`src/rtl/counter_sched_if.sv`:
```
// counter_sched_if: requester/counter-facing signal bundle of the counter
// scheduler. The slave modport is the scheduler itself; the master modport is
// the environment (requesters plus the shared counter's output).
interface counter_sched_if #(
  parameter int NREQ = 4,
  parameter int CW   = 4
) ();
  logic [NREQ-1:0]    req;
  logic [NREQ*CW-1:0] target;
  logic [CW-1:0]      cnt_in;
  logic               cnt_clr;
  logic               cnt_en;
  logic [NREQ-1:0]    grant;
  logic [NREQ-1:0]    done;
  logic               busy;
  logic               err;

  modport master (
    output req, target, cnt_in,
    input  cnt_clr, cnt_en, grant, done, busy, err
  );

  modport slave (
    input  req, target, cnt_in,
    output cnt_clr, cnt_en, grant, done, busy, err
  );
endinterface

```
`src/rtl/counter_sched.sv`:
```
// counter_sched: round-robin scheduler sharing one 4-bit up-counter among
// NREQ requesters. The owner's target is latched at grant, the counter is
// cleared for one cycle, enabled until it matches the target, then the owner
// gets a one-cycle done pulse.
// Optional feature macro: COUNTER_SCHED_WATCHDOG_EN -- adds a RUN-cycle
// watchdog that pulses err and abandons the grant if the counter never
// reaches the target. Without it err is tied low and RUN waits forever.
module counter_sched #(
  parameter int NREQ = 4,
  parameter int CW   = 4
) (
  input  logic             clk,
  input  logic             reset,
  counter_sched_if.slave   bus
);

  localparam int IW = (NREQ > 1) ? $clog2(NREQ) : 1;
  localparam logic [IW:0] NREQ_W = (IW+1)'(NREQ);

  localparam logic [1:0] S_IDLE  = 2'd0;
  localparam logic [1:0] S_CLEAR = 2'd1;
  localparam logic [1:0] S_RUN   = 2'd2;
  localparam logic [1:0] S_DONE  = 2'd3;

`ifdef COUNTER_SCHED_WATCHDOG_EN
  // RUN may last at most 2^CW+1 cycles (counter 0..2^CW-1 plus the match
  // cycle); the counter value 2^CW marks the last allowed RUN cycle.
  localparam logic [CW+1:0] WD_LIMIT = {2'b01, {CW{1'b0}}};
`endif

  logic [1:0]      state_q, state_d;
  logic [IW-1:0]   own_q, own_d;
  logic [IW-1:0]   ptr_q, ptr_d;
  logic [NREQ-1:0] grant_q, grant_d;
  logic [NREQ-1:0] done_q, done_d;
  logic            clr_q, clr_d;
  logic            busy_q, busy_d;
  logic [CW-1:0]   tgt_q;
  logic [CW-1:0]   tgt_sel;
  logic            tgt_ld;

  logic [NREQ-1:0] rot;
  logic [IW:0]     win_sum;
  logic [IW-1:0]   win_idx;
  logic            win_found;
  logic            own_req;
  logic            match;
  logic            timeout;

`ifdef COUNTER_SCHED_WATCHDOG_EN
  logic [CW+1:0]   wd_q, wd_d;
  logic            err_q, err_d;
`endif

  // Index of the requester after i, wrapping at NREQ.
  function automatic logic [IW-1:0] next_idx(input logic [IW-1:0] i);
    logic [IW:0] n;
    n = {1'b0, i} + 1'b1;
    return (n == NREQ_W) ? '0 : n[IW-1:0];
  endfunction

  assign own_req = bus.req[own_q];
  assign match   = (bus.cnt_in == tgt_q);

`ifdef COUNTER_SCHED_WATCHDOG_EN
  assign timeout = (state_q == S_RUN) && (wd_q == WD_LIMIT);
`else
  assign timeout = 1'b0;
`endif

  // Round-robin pick: rotate requests so the search start sits at bit 0,
  // take the lowest set bit, then map it back to an absolute index.
  always_comb begin
    rot       = (bus.req >> ptr_q) | (bus.req << (NREQ_W - {1'b0, ptr_q}));
    win_found = 1'b0;
    win_sum   = '0;
    for (int k = NREQ - 1; k >= 0; k--) begin
      if (rot[k]) begin
        win_found = 1'b1;
        win_sum   = {1'b0, ptr_q} + (IW+1)'(k);
      end
    end
    win_idx = (win_sum >= NREQ_W) ? IW'(win_sum - NREQ_W) : IW'(win_sum);
  end

  // Select the winner's target slice for latching at grant time.
  always_comb begin
    tgt_sel = '0;
    for (int i = 0; i < NREQ; i++) begin
      if (win_idx == IW'(i)) tgt_sel = bus.target[i*CW +: CW];
    end
  end

  // Scheduler next-state logic: grant, clear, run, complete or abort.
  always_comb begin
    state_d = state_q;
    own_d   = own_q;
    ptr_d   = ptr_q;
    grant_d = grant_q;
    done_d  = '0;
    clr_d   = 1'b0;
    tgt_ld  = 1'b0;
`ifdef COUNTER_SCHED_WATCHDOG_EN
    wd_d    = wd_q;
    err_d   = 1'b0;
`endif
    case (state_q)
      S_IDLE: begin
        if (win_found) begin
          state_d          = S_CLEAR;
          own_d            = win_idx;
          grant_d          = '0;
          grant_d[win_idx] = 1'b1;
          clr_d            = 1'b1;
          tgt_ld           = 1'b1;
`ifdef COUNTER_SCHED_WATCHDOG_EN
          wd_d             = '0;
`endif
        end
      end
      S_CLEAR: begin
        if (!own_req) begin
          // Owner withdrew before counting started.
          state_d = S_IDLE;
          grant_d = '0;
          ptr_d   = next_idx(own_q);
        end else begin
          state_d = S_RUN;
        end
      end
      S_RUN: begin
        if (!own_req) begin
          // Owner withdrew mid-count: release without a done pulse.
          state_d = S_IDLE;
          grant_d = '0;
          ptr_d   = next_idx(own_q);
        end else if (match) begin
          state_d       = S_DONE;
          done_d[own_q] = 1'b1;
        end
`ifdef COUNTER_SCHED_WATCHDOG_EN
        else if (timeout) begin
          // Counter never reached the target: give up on this owner.
          state_d = S_IDLE;
          grant_d = '0;
          ptr_d   = next_idx(own_q);
          err_d   = 1'b1;
        end else begin
          wd_d = wd_q + 1'b1;
        end
`endif
      end
      S_DONE: begin
        state_d = S_IDLE;
        grant_d = '0;
        ptr_d   = next_idx(own_q);
      end
      default: begin
        state_d = S_IDLE;
        grant_d = '0;
      end
    endcase
    busy_d = (state_d != S_IDLE);
  end

  // Control registers; reset returns to IDLE and restarts the search at 0.
  always_ff @(posedge clk or posedge reset) begin
    if (reset) begin
      state_q <= S_IDLE;
      own_q   <= '0;
      ptr_q   <= '0;
      grant_q <= '0;
      done_q  <= '0;
      clr_q   <= 1'b0;
      busy_q  <= 1'b0;
    end else begin
      state_q <= state_d;
      own_q   <= own_d;
      ptr_q   <= ptr_d;
      grant_q <= grant_d;
      done_q  <= done_d;
      clr_q   <= clr_d;
      busy_q  <= busy_d;
    end
  end

  // Target is data: captured once per grant, never reset.
  always_ff @(posedge clk) begin
    if (tgt_ld) tgt_q <= tgt_sel;
  end

`ifdef COUNTER_SCHED_WATCHDOG_EN
  // Watchdog RUN-cycle counter and its one-cycle error pulse.
  always_ff @(posedge clk or posedge reset) begin
    if (reset) begin
      wd_q  <= '0;
      err_q <= 1'b0;
    end else begin
      wd_q  <= wd_d;
      err_q <= err_d;
    end
  end

  assign bus.err = err_q;
`else
  assign bus.err = 1'b0;
`endif

  // Enable is combinational so an abort or match stops the counter at once.
  assign bus.cnt_en  = (state_q == S_RUN) && own_req && !match && !timeout;
  assign bus.cnt_clr = clr_q;
  assign bus.grant   = grant_q;
  assign bus.done    = done_q;
  assign bus.busy    = busy_q;

endmodule
```
`src/flat_wrapper.sv`:
```
// flat-port wrapper written by rule: the top's interface ports become plain ports
module counter_sched_flat 
#(
  parameter int NREQ = 4,
  parameter int CW   = 4
)
  (clk, reset, bus_req, bus_target, bus_cnt_in, bus_cnt_clr, bus_cnt_en, bus_grant, bus_done, bus_busy, bus_err);
  counter_sched_if #(.NREQ(NREQ), .CW(CW)) bus_i ();
  input  logic clk;
  input  logic reset;
  input wire logic [$bits(bus_i.req)-1:0] bus_req;
  input wire logic [$bits(bus_i.target)-1:0] bus_target;
  input wire logic [$bits(bus_i.cnt_in)-1:0] bus_cnt_in;
  output wire logic [$bits(bus_i.cnt_clr)-1:0] bus_cnt_clr;
  output wire logic [$bits(bus_i.cnt_en)-1:0] bus_cnt_en;
  output wire logic [$bits(bus_i.grant)-1:0] bus_grant;
  output wire logic [$bits(bus_i.done)-1:0] bus_done;
  output wire logic [$bits(bus_i.busy)-1:0] bus_busy;
  output wire logic [$bits(bus_i.err)-1:0] bus_err;
  assign bus_i.req = bus_req;
  assign bus_i.target = bus_target;
  assign bus_i.cnt_in = bus_cnt_in;
  assign bus_cnt_clr = bus_i.cnt_clr;
  assign bus_cnt_en = bus_i.cnt_en;
  assign bus_grant = bus_i.grant;
  assign bus_done = bus_i.done;
  assign bus_busy = bus_i.busy;
  assign bus_err = bus_i.err;
  counter_sched #(.NREQ(NREQ), .CW(CW)) u_core (.clk(clk), .reset(reset), .bus(bus_i));
endmodule
```
`config.mk`:
```
export PLATFORM = sky130hd
export DESIGN_NAME = counter_sched_flat
export DESIGN_NICKNAME = d
export VERILOG_FILES = /design/src/rtl/counter_sched_if.sv /design/src/rtl/counter_sched.sv /design/src/flat_wrapper.sv
export SDC_FILE = /design/constraint.sdc
export NUM_CORES = 1
export LEC_CHECK = 0
export ABC_AREA = 1
export CAP_MARGIN = 10
export CORE_AREA = 3 3 59 61
export DETAILED_ROUTE_END_ITERATION = 16
export DIE_AREA = 0 0 62 64
export GPL_ROUTABILITY_DRIVEN = 0
export PLACE_DENSITY_LB_ADDON = 0.15
export SLEW_MARGIN = 30
export SYNTH_ARGS = -nofsm -noshare
export SYNTH_HDL_FRONTEND = slang
export SYNTH_SLANG_ARGS = --single-unit
```
`constraint.sdc`:
```
create_clock -name clk -period 6.27 [get_ports clk]
set_clock_uncertainty 0.2 [all_clocks]
set_input_delay 1.5675 -clock clk [delete_from_list [all_inputs] [get_ports clk]]
set_output_delay 1.5675 -clock clk [all_outputs]
set_load 0.02 [all_outputs]
```
-- Yosys cells after proc, flatten, opt, wreduce, memory -nomap -nowiden
Index checks and enable logic that the tools add are counted.
- $add $sub $neg: 6
- multipliers: 0
- div/mod/pow operators: 0
- $lt $le $gt $ge: 5
- equal/unequal tests: 10
- shift operators: 2
- mux-type cells: 35
- bitwise logic cells: 1
- reductions and logical operators: 13
- operators by type and width (kind ; count):
    two-way mux 4 bit ; 9
    two-way mux 2 bit ; 7
    two-way mux 3 bit ; 4
    one-hot mux 4 bit (3 select lines) ; 1
    two-way mux 1 bit ; 9
    equality test 2 bit (second input constant) ; 4
    one-hot mux 2 bit (4 select lines) ; 1
    adder 2 x 1 -> 3 bit (second input constant) ; 2
    adder 2 x 2 -> 3 bit (second input constant) ; 2
    less-than comparator 2 x 3 -> 1 bit (second input constant) ; 2
    AND reduction 2 bit ; 3
    demux 1 bit (select 2 bit) ; 2
    equality test 2 x 1 -> 1 bit (second input constant) ; 2
    equality test 4 bit ; 1
    greater-or-equal comparator 2 x 1 -> 1 bit (second input constant) ; 2
    logical AND 1 bit ; 4
    logical NOT 2 bit ; 2
    bitwise OR 4 bit ; 1
    one-hot mux 2 bit (2 select lines) ; 1
    nonzero test 2 bit ; 2
    left shift 4 x 3 -> 4 bit ; 1
    right shift 4 x 2 -> 4 bit ; 1
    equality test 3 bit (second input constant) ; 1
    greater-or-equal comparator 3 bit (second input constant) ; 1
    other kinds (7) ; 7
- bits in registers: 20
- latch bits: 0
- bits in writable memories: 0
- ROM bits: 0
- input port bits: 26
- output and inout bits: 12
- logic and storage cells: 80
- memories: 0

-- Longest topological paths before layout
Gate-level depths: netlist of the first run.
- depth after elaboration: 15
- gate-level depth with buffers: 15
- mapped depth without buffers: 14

-- Least setup slack after synthesis of the first run
OpenSTA, ideal clock, no wires.
- path type: input-to-output
- start: input port bus_req[3]
- end: output port bus_cnt_en
- data arrival time: 2405 ps
- data required time: 4503 ps
- slack: 2098 ps
- cell stages on the path: 6
- buffers on the path: 0
- cells stage by stage: inv_1 > o21ai_0 > a21oi_1 > a21oi_1 > nand2_1 > nor2_1
- word-level cells in the longest chain between the ends: 4
- RTL lines (item ; line ; source):
    from (decl) ; flat_wrapper.sv:11 ; input wire logic [$bits(bus_i.req)-1:0] bus_req;
    binary-select mux 1 bit (select 2 bit) ; counter_sched.sv:62 ; assign own_req = bus.req[own_q];
    two-way mux 1 bit (implied by the code) ; counter_sched.sv:62 ;
    logical AND 1 bit (2 in series) ; counter_sched.sv:210 ; assign bus.cnt_en = (state_q == S_RUN) && own_req && !match && !timeout;
    to (decl) ; flat_wrapper.sv:15 ; output wire logic [$bits(bus_i.cnt_en)-1:0] bus_cnt_en;
Every way passes these cells. The select of a mux whose other input is x is not followed.

-- Final worst setup path of the first run
Ends and elaborated chain as after synthesis.

==> results of run 1 <==
-- cell families (layout without fill, tap and decap cells) --
| logic type | Yosys count | after routing |
|---|---|---|
| fa+ha+maj | 9 | 9 |
| compound gates | 19 | 19 |
| other cells | 1 | 1 |
| simple gates | 112 | 112 |
| flops | 20 | 20 |
| xor+xnor | 3 | 3 |
| buf+inv | 24 | 60 |
-- worst max-delay path by stage --
stage	start	end	slack, ns	cells after the start
after floorplan	bus_req[3]	bus_cnt_en	2.10	6
after global placement	bus_req[3]	bus_cnt_en	1.05	8
after detailed placement	bus_req[3]	bus_cnt_en	0.98	8
after CTS	bus_req[3]	bus_cnt_en	0.98	8
after global routing	bus_req[3]	bus_cnt_en	0.81	8
final	bus_req[3]	bus_cnt_en	0.97	8
-- worst max-delay path: stages --
cell	delay [ns]
clkdlybuf4s50_1	0.52
inv_1	0.05
o21ai_0	0.15
a21oi_1	0.05
a21oi_1	0.25
nand2_1	0.19
nor2_1	0.14
clkdlybuf4s50_1	0.61
-- power groups by stage --
stage | logic (mW) | registers (mW) | clock network, mW
after CTS | 0.734 | 0.241 | 0.0647
after floorplan | 0.607 | 0.243 | 0
final | 0.729 | 0.241 | 0.0630
after global placement | 0.711 | 0.242 | 0
after detailed placement | 0.732 | 0.243 | 0
after global routing | 0.831 | 0.247 | 0.0741
-- stage by stage --
step / util (%) / setup WS [ns]
after floorplan: - / 2.10
after global placement: 61.1 / 1.05
after detailed placement: 61.1 / 0.981
after CTS: 61.9 / 0.976
after global routing: 61.9 / 0.810
final: 61.9 / 0.974
-- registers in the layout, summed over array words and instances, names as in the netlist --
name	count
u_core.bus.grant	4
u_core.tgt_q	4
u_core.bus.done	4
u_core.bus.busy	1
u_core.state_q	2
u_core.own_q	2
u_core.bus.cnt_clr	1
u_core.ptr_q	2
-- cell usage in the layout, fill, tap and decap left out --
cell / netlist / layout
o2111ai_1: 1 / 1
clkinv_1: 0 / 1
or2_2: 1 / 1
nand4_1: 8 / 8
nand2_1: 51 / 51
dfrtp_1: 16 / 16
clkdlybuf4s50_1: 0 / 36
nand3_1: 17 / 17
o21ai_0: 4 / 4
o21ai_2: 1 / 1
nor2_2: 2 / 2
xor2_1: 3 / 3
inv_6: 1 / 1
nand3_2: 2 / 2
o21ai_1: 5 / 5
a21oi_2: 1 / 1
inv_2: 4 / 4
a21oi_1: 5 / 5
clkbuf_4: 0 / 3
nand2_2: 13 / 13
a21o_1: 1 / 1
o31ai_1: 1 / 1
nand3_4: 2 / 2
nor2_1: 11 / 11
inv_1: 15 / 15
nand2_4: 2 / 2
conb_1: 1 / 1
ha_1: 9 / 9
nor2_4: 3 / 3
edfxtp_1: 4 / 4
-- layer usage --
metal / vias up / track usage (%) / wire length, um / share of wire, %
li1: 683 / - / - / -
met3: 6 / 1.41 / 95 / 3.0
met2: 34 / 29.0 / 1710 / 54
met4: 0 / 8.75 / 45 / 1.4
met1: 636 / 23.0 / 1310 / 42
met5: - / 0 / 0 / 0
-- final cells by class --
| cell class | count | area (um2) |
|---|---|---|
| clock inverter | 1 | 3.75 |
| multi-input combinational | 144 | 833 |
| tap | 44 | 55.1 |
| timing repair buffer | 36 | 360 |
| fill | 267 | 1150 |
| sequential | 20 | 520 |
| inverter | 20 | 80.1 |
| clock buffer | 3 | 22.5 |
==> out/results.tsv, run 1 <==
metric	value	unit
status	complete, no violations	
Pleak	0.897	nW
Max Transition Viols Final	0	
normalized max-slew margin	61.4	%
setup TNS	0	ns
clk root buf	clkbuf_4	
Synth Area per Inst	7.85	um2
pwr dens	551	nW/um2
cts hold-fix bufs	0	
Peak VDD IR	0.439	mV
Synth Flop Type	dfrtp_1	
count of final hold-check violations	0	
CP endpoint kind	primary output	
DR iter-0 viols	53	
Clock Power Share	6.1	%
xor/xnor share of the synthesized area	1.78	%
Layout Cells excl Fill	268	
Post-Route WL	3160	um
Worst Tran Pin Value	0.578	ns
total CTS buffers	3	
Tmin final	5.30	ns
PortBufs	36	
DR pass1 iterations	4	
Seq pwr share	23.3	%
Net Sw Frac	54.0	%
Placed Cells	264	
ys async rst share	80.0	%
Area Overhead vs Synth	27.1	%
top-area cell type share of the netlist area	27.1	%
reg-to-reg slack, setup	3.48	ns
drt wl/cell	11.8	um
CP arrival	3.53	ns
total grt overflow	0	
layout cells sized above 1	15.6	%
NumNets Final	260	
FMAX	0.189	GHz
Max clock buf depth	2	
IO Pins	38	
worst path required time	4.50	ns
crit start category	input port	
setup bufs post-CTS	0	
R2R Path Start	u_core.ptr_q[0]$_DFFE_PP0P_	
Cell Area, Synth	1480	um2
largest net degree at the start of global routing	17	
sequential area share after synthesis	35.3	%
FF-to-FF path depth	14	
gr usage total	17.9	%
worst hold start	u_core.bus.grant[2]$_DFFE_PP0P_	
number of global-route vias before repair	1244	
HP Class	flop to flop	
Die Ht	64	um
Final Hold Slack	0.334	ns
CTS-repair resized insts	0	
Sw Pwr	0.558	mW
Initial Utilization	48.7	%
finished layout cell area	1880	um2
internal power	0.476	mW
Residual DRC	0	
top-count cell post-synth	nand2_1	
number of flops mapped to enable cells by yosys	4	
cell taking the most area after synthesis	dfrtp_1	
core box area	3030	um2
die area	3970	um2
Adder-Cell Fraction of Synth Area	7.63	%
WHS Endpoint	u_core.bus.grant[2]$_DFFE_PP0P_	
Die Wd	62	um
number of cells on the worst hold path	2	
first-pass GRT wire length	5440	um
Commonest cells post-synth	nand2_1, nand3_1, dfrtp_1	
Yosys reg bits	20	
Clock Sinks	20	
Antenna Cells	0	
mux cell area share after synthesis	0	%
Site Rows	20	
CTS clk-pin slew, worst paths	0.11	ns
Tcrit/Tclk final	84.5	%
Via Count	1359	
Design Power	1.03	mW
Cells after Synth	188	
clk_lat worst skew	0.30	ns
combinational share of power	70.6	%
largest family of logic cells by synthesized area	simple AND/OR/NAND/NOR gates	
synth top area cells	dfrtp_1, nand2_1, edfxtp_1	
Setup CP Type	input port to primary output	
Area after DPL	1850	um2
Critical Path Fanout Max	6	
simple-gate share of the synthesized area	39.3	%
RSZ-0062 raised after global routing	false	
post-DP HPWL	2580	um
antenna violations before repair	0	
RR Endpoint	u_core.tgt_q[2]$_DFFE_PP_	
Synth cell types	29	
Final Setup Violations	0	
CTS tree	done	
Max-Cap Viols	0	
H-tree levels	1	
Ys Warns	0	
Compound-Gate Fraction of Synth Area	7.55	%
antenna-violating nets left	0	
syn_nets	223	
Avg Vias per Cell	5.07	
(Power assumes the default switching activity.)
==> inputs of run 2 (changes only) <==
Clock period 6.27 ns to 5.2 ns, I/O delays scaled along.
==> run 2 against run 1 <==
Compared with the run above: routed wire length is 2.4% lower; hold slack worse by 0.0014 ns; utilization unchanged; via count shrank 4.0%; register-to-register slack got worse by 1.0 ns; highest routed layer unchanged.
==> out/results.tsv, run 2 (synthesis gave the netlist of run 1 again) <==
metric	value	unit	change
Die Ht	64	um	unchanged
CTS tree	done		
Seq pwr share	23.3	%	about the same
internal power	0.575	mW	+21%
status	complete, no violations		
setup TNS	0	ns	unchanged
Max Transition Viols Final	0		unchanged
CTS-repair resized insts	0		unchanged
Post-Route WL	3080	um	-2.4%
most frequent cells in the layout	nand2_1, clkdlybuf4s50_1, nand3_1, dfrtp_1, inv_1		
Peak VDD IR	0.601	mV	+37%
CP endpoint kind	primary output		
number of global-route vias before repair	1214		-2.4%
total CTS buffers	3		unchanged
IO Pins	38		unchanged
Tmin final	4.76	ns	
Area Overhead vs Synth	27.1	%	unchanged
largest net degree at the start of global routing	17		unchanged
Pleak	0.897	nW	about the same
gr usage total	17.4	%	-0.44 points
Setup CP Type	input port to primary output		
layout cells sized above 1	15.6	%	unchanged
max incr delay on CP	0.61	ns	about the same
count of final hold-check violations	0		unchanged
Clock Sinks	20		unchanged
antenna-violating nets left	0		unchanged
crit path cell chain	clkdlybuf4s50_1, inv_1, o21ai_0, a21oi_1, a21oi_1, nand2_1, nor2_1, clkdlybuf4s50_1		
die area	3970	um2	unchanged
clk root buf	clkbuf_4		
Site Rows	20		unchanged
clk_lat worst skew	0.30	ns	about the same
commonest non-fill, non-tap cell in the layout	nand2_1		
drt wl/cell	11.5	um	-2.4%
WP buf/inv	3		unchanged
Antenna Cells	0		unchanged
Net Sw Frac	53.8	%	-0.13 points
combinational share of power	70.5	%	about the same
post-DP HPWL	2550	um	-1.0%
antenna violations before repair	0		unchanged
Tcrit/Tclk final	91.5	%	
DR iter-0 viols	75		+42%
core box area	3030	um2	unchanged
HP Class	flop to flop		
Avg Vias per Cell	4.87		-4.0%
Crit path max-delay family	buffers and inverters		
first-pass GRT wire length	5310	um	-2.4%
normalized max-slew margin	60.9	%	-0.59 points
FMAX	0.210	GHz	
NumNets Final	260		unchanged
layout filler cell count	262		-1.9%
setup bufs post-CTS	0		unchanged
pwr dens	664	nW/um2	+21%
Worst Tran Pin Value	0.587	ns	+0.00884 ns
Clock Power Share	6.2	%	about the same
CP arrival	3.26	ns	-0.27 ns
footprint of the multi-input gates	833	um2	unchanged
PortBufs	36		unchanged
CTS clk-pin slew, worst paths	0.11	ns	about the same
Die Wd	62	um	unchanged
RSZ-0062 raised after global routing	false		
Initial Utilization	48.7	%	unchanged
Max-Cap Viols	0		unchanged
total grt overflow	0		unchanged
Final Util	61.9	%	unchanged
DR pass1 iterations	4		unchanged
H-tree levels	1		unchanged
cts hold-fix bufs	0		unchanged
Max clock buf depth	2		unchanged
worst path required time	3.70	ns	-0.80 ns
CP max stage cell	clkdlybuf4s50_1		
Via Count	1304		-4.0%
register area	520	um2	unchanged
Residual DRC	0		unchanged
Sw Pwr	0.671	mW	+20%
Critical Path Fanout Max	6		unchanged
crit start category	input port		
Final Setup Violations	0		unchanged
-- run 2: power groups by stage --
| stage | Sequential, mW | Combinational (mW) | Clock, mW |
|---|---|---|---|
| 6_report | 0.290 | 0.879 | 0.0768 |
| 3_5_place_dp | 0.294 | 0.881 | 0 |
| 4_1_cts | 0.291 | 0.881 | 0.0791 |
| 5_1_grt | 0.298 | 1.01 | 0.0868 |
| 3_3_place_gp | 0.292 | 0.857 | 0 |
| 2_1_floorplan | 0.293 | 0.731 | 0 |
-- run 2: per-stage QoR --
step	setup WS (ns)	hold WS [ns]	power (mW)	cell area (um2)	cells
2_1_floorplan	1.56	0.308	1.02	1480	188
3_3_place_gp	0.517	0.304	1.15	1850	264
3_5_place_dp	0.452	0.314	1.17	1850	264
4_1_cts	0.448	0.340	1.25	1880	268
5_1_grt	0.290	0.359	1.39	1880	268
6_report	0.443	0.332	1.25	1880	268
-- run 2: final cells by class --
type                       count  share of cell area (%)
multi-input combinational    144                    44.4
sequential                    20                    27.8
tap                           44                    2.94
timing repair buffer          36                    19.2
inverter                      20                    4.27
clock buffer                   4                    1.40
-- run 2: layer usage --
layer  track usage, %  up-vias  share of wire (%)
met3             1.41        7                2.1
met1             22.5      596                 44
li1                 -      682                  -
met2             28.6       19                 52
met4             7.69        0                2.3
met5                0        -                  0
-- run 2: worst paths after layout --
check / from / endpoint / slack [ns] / depth (start not counted)
setup / recovery: bus_req[3] / bus_cnt_en / 0.44 / 8
hold / removal: u_core.bus.grant[2]$_DFFE_PP0P_ / u_core.bus.grant[2]$_DFFE_PP0P_ / 0.33 / 2
setup reg to reg: u_core.ptr_q[0]$_DFFE_PP0P_ / u_core.tgt_q[3]$_DFFE_PP_ / 2.44 / 14
hold reg to reg: u_core.bus.grant[2]$_DFFE_PP0P_ / u_core.bus.grant[2]$_DFFE_PP0P_ / 0.33 / 2
max in group asynchronous: reset / u_core.ptr_q[1]$_DFFE_PP0P_ / 3.27 / 2
min in group asynchronous: reset / u_core.bus.busy$_DFF_PP0_ / 1.15 / 2
-- run 2: worst min-delay path, stage by stage (launching register included) --
cell     delay [ns]
dfrtp_1        0.37
nand3_1        0.08
nand2_1        0.06
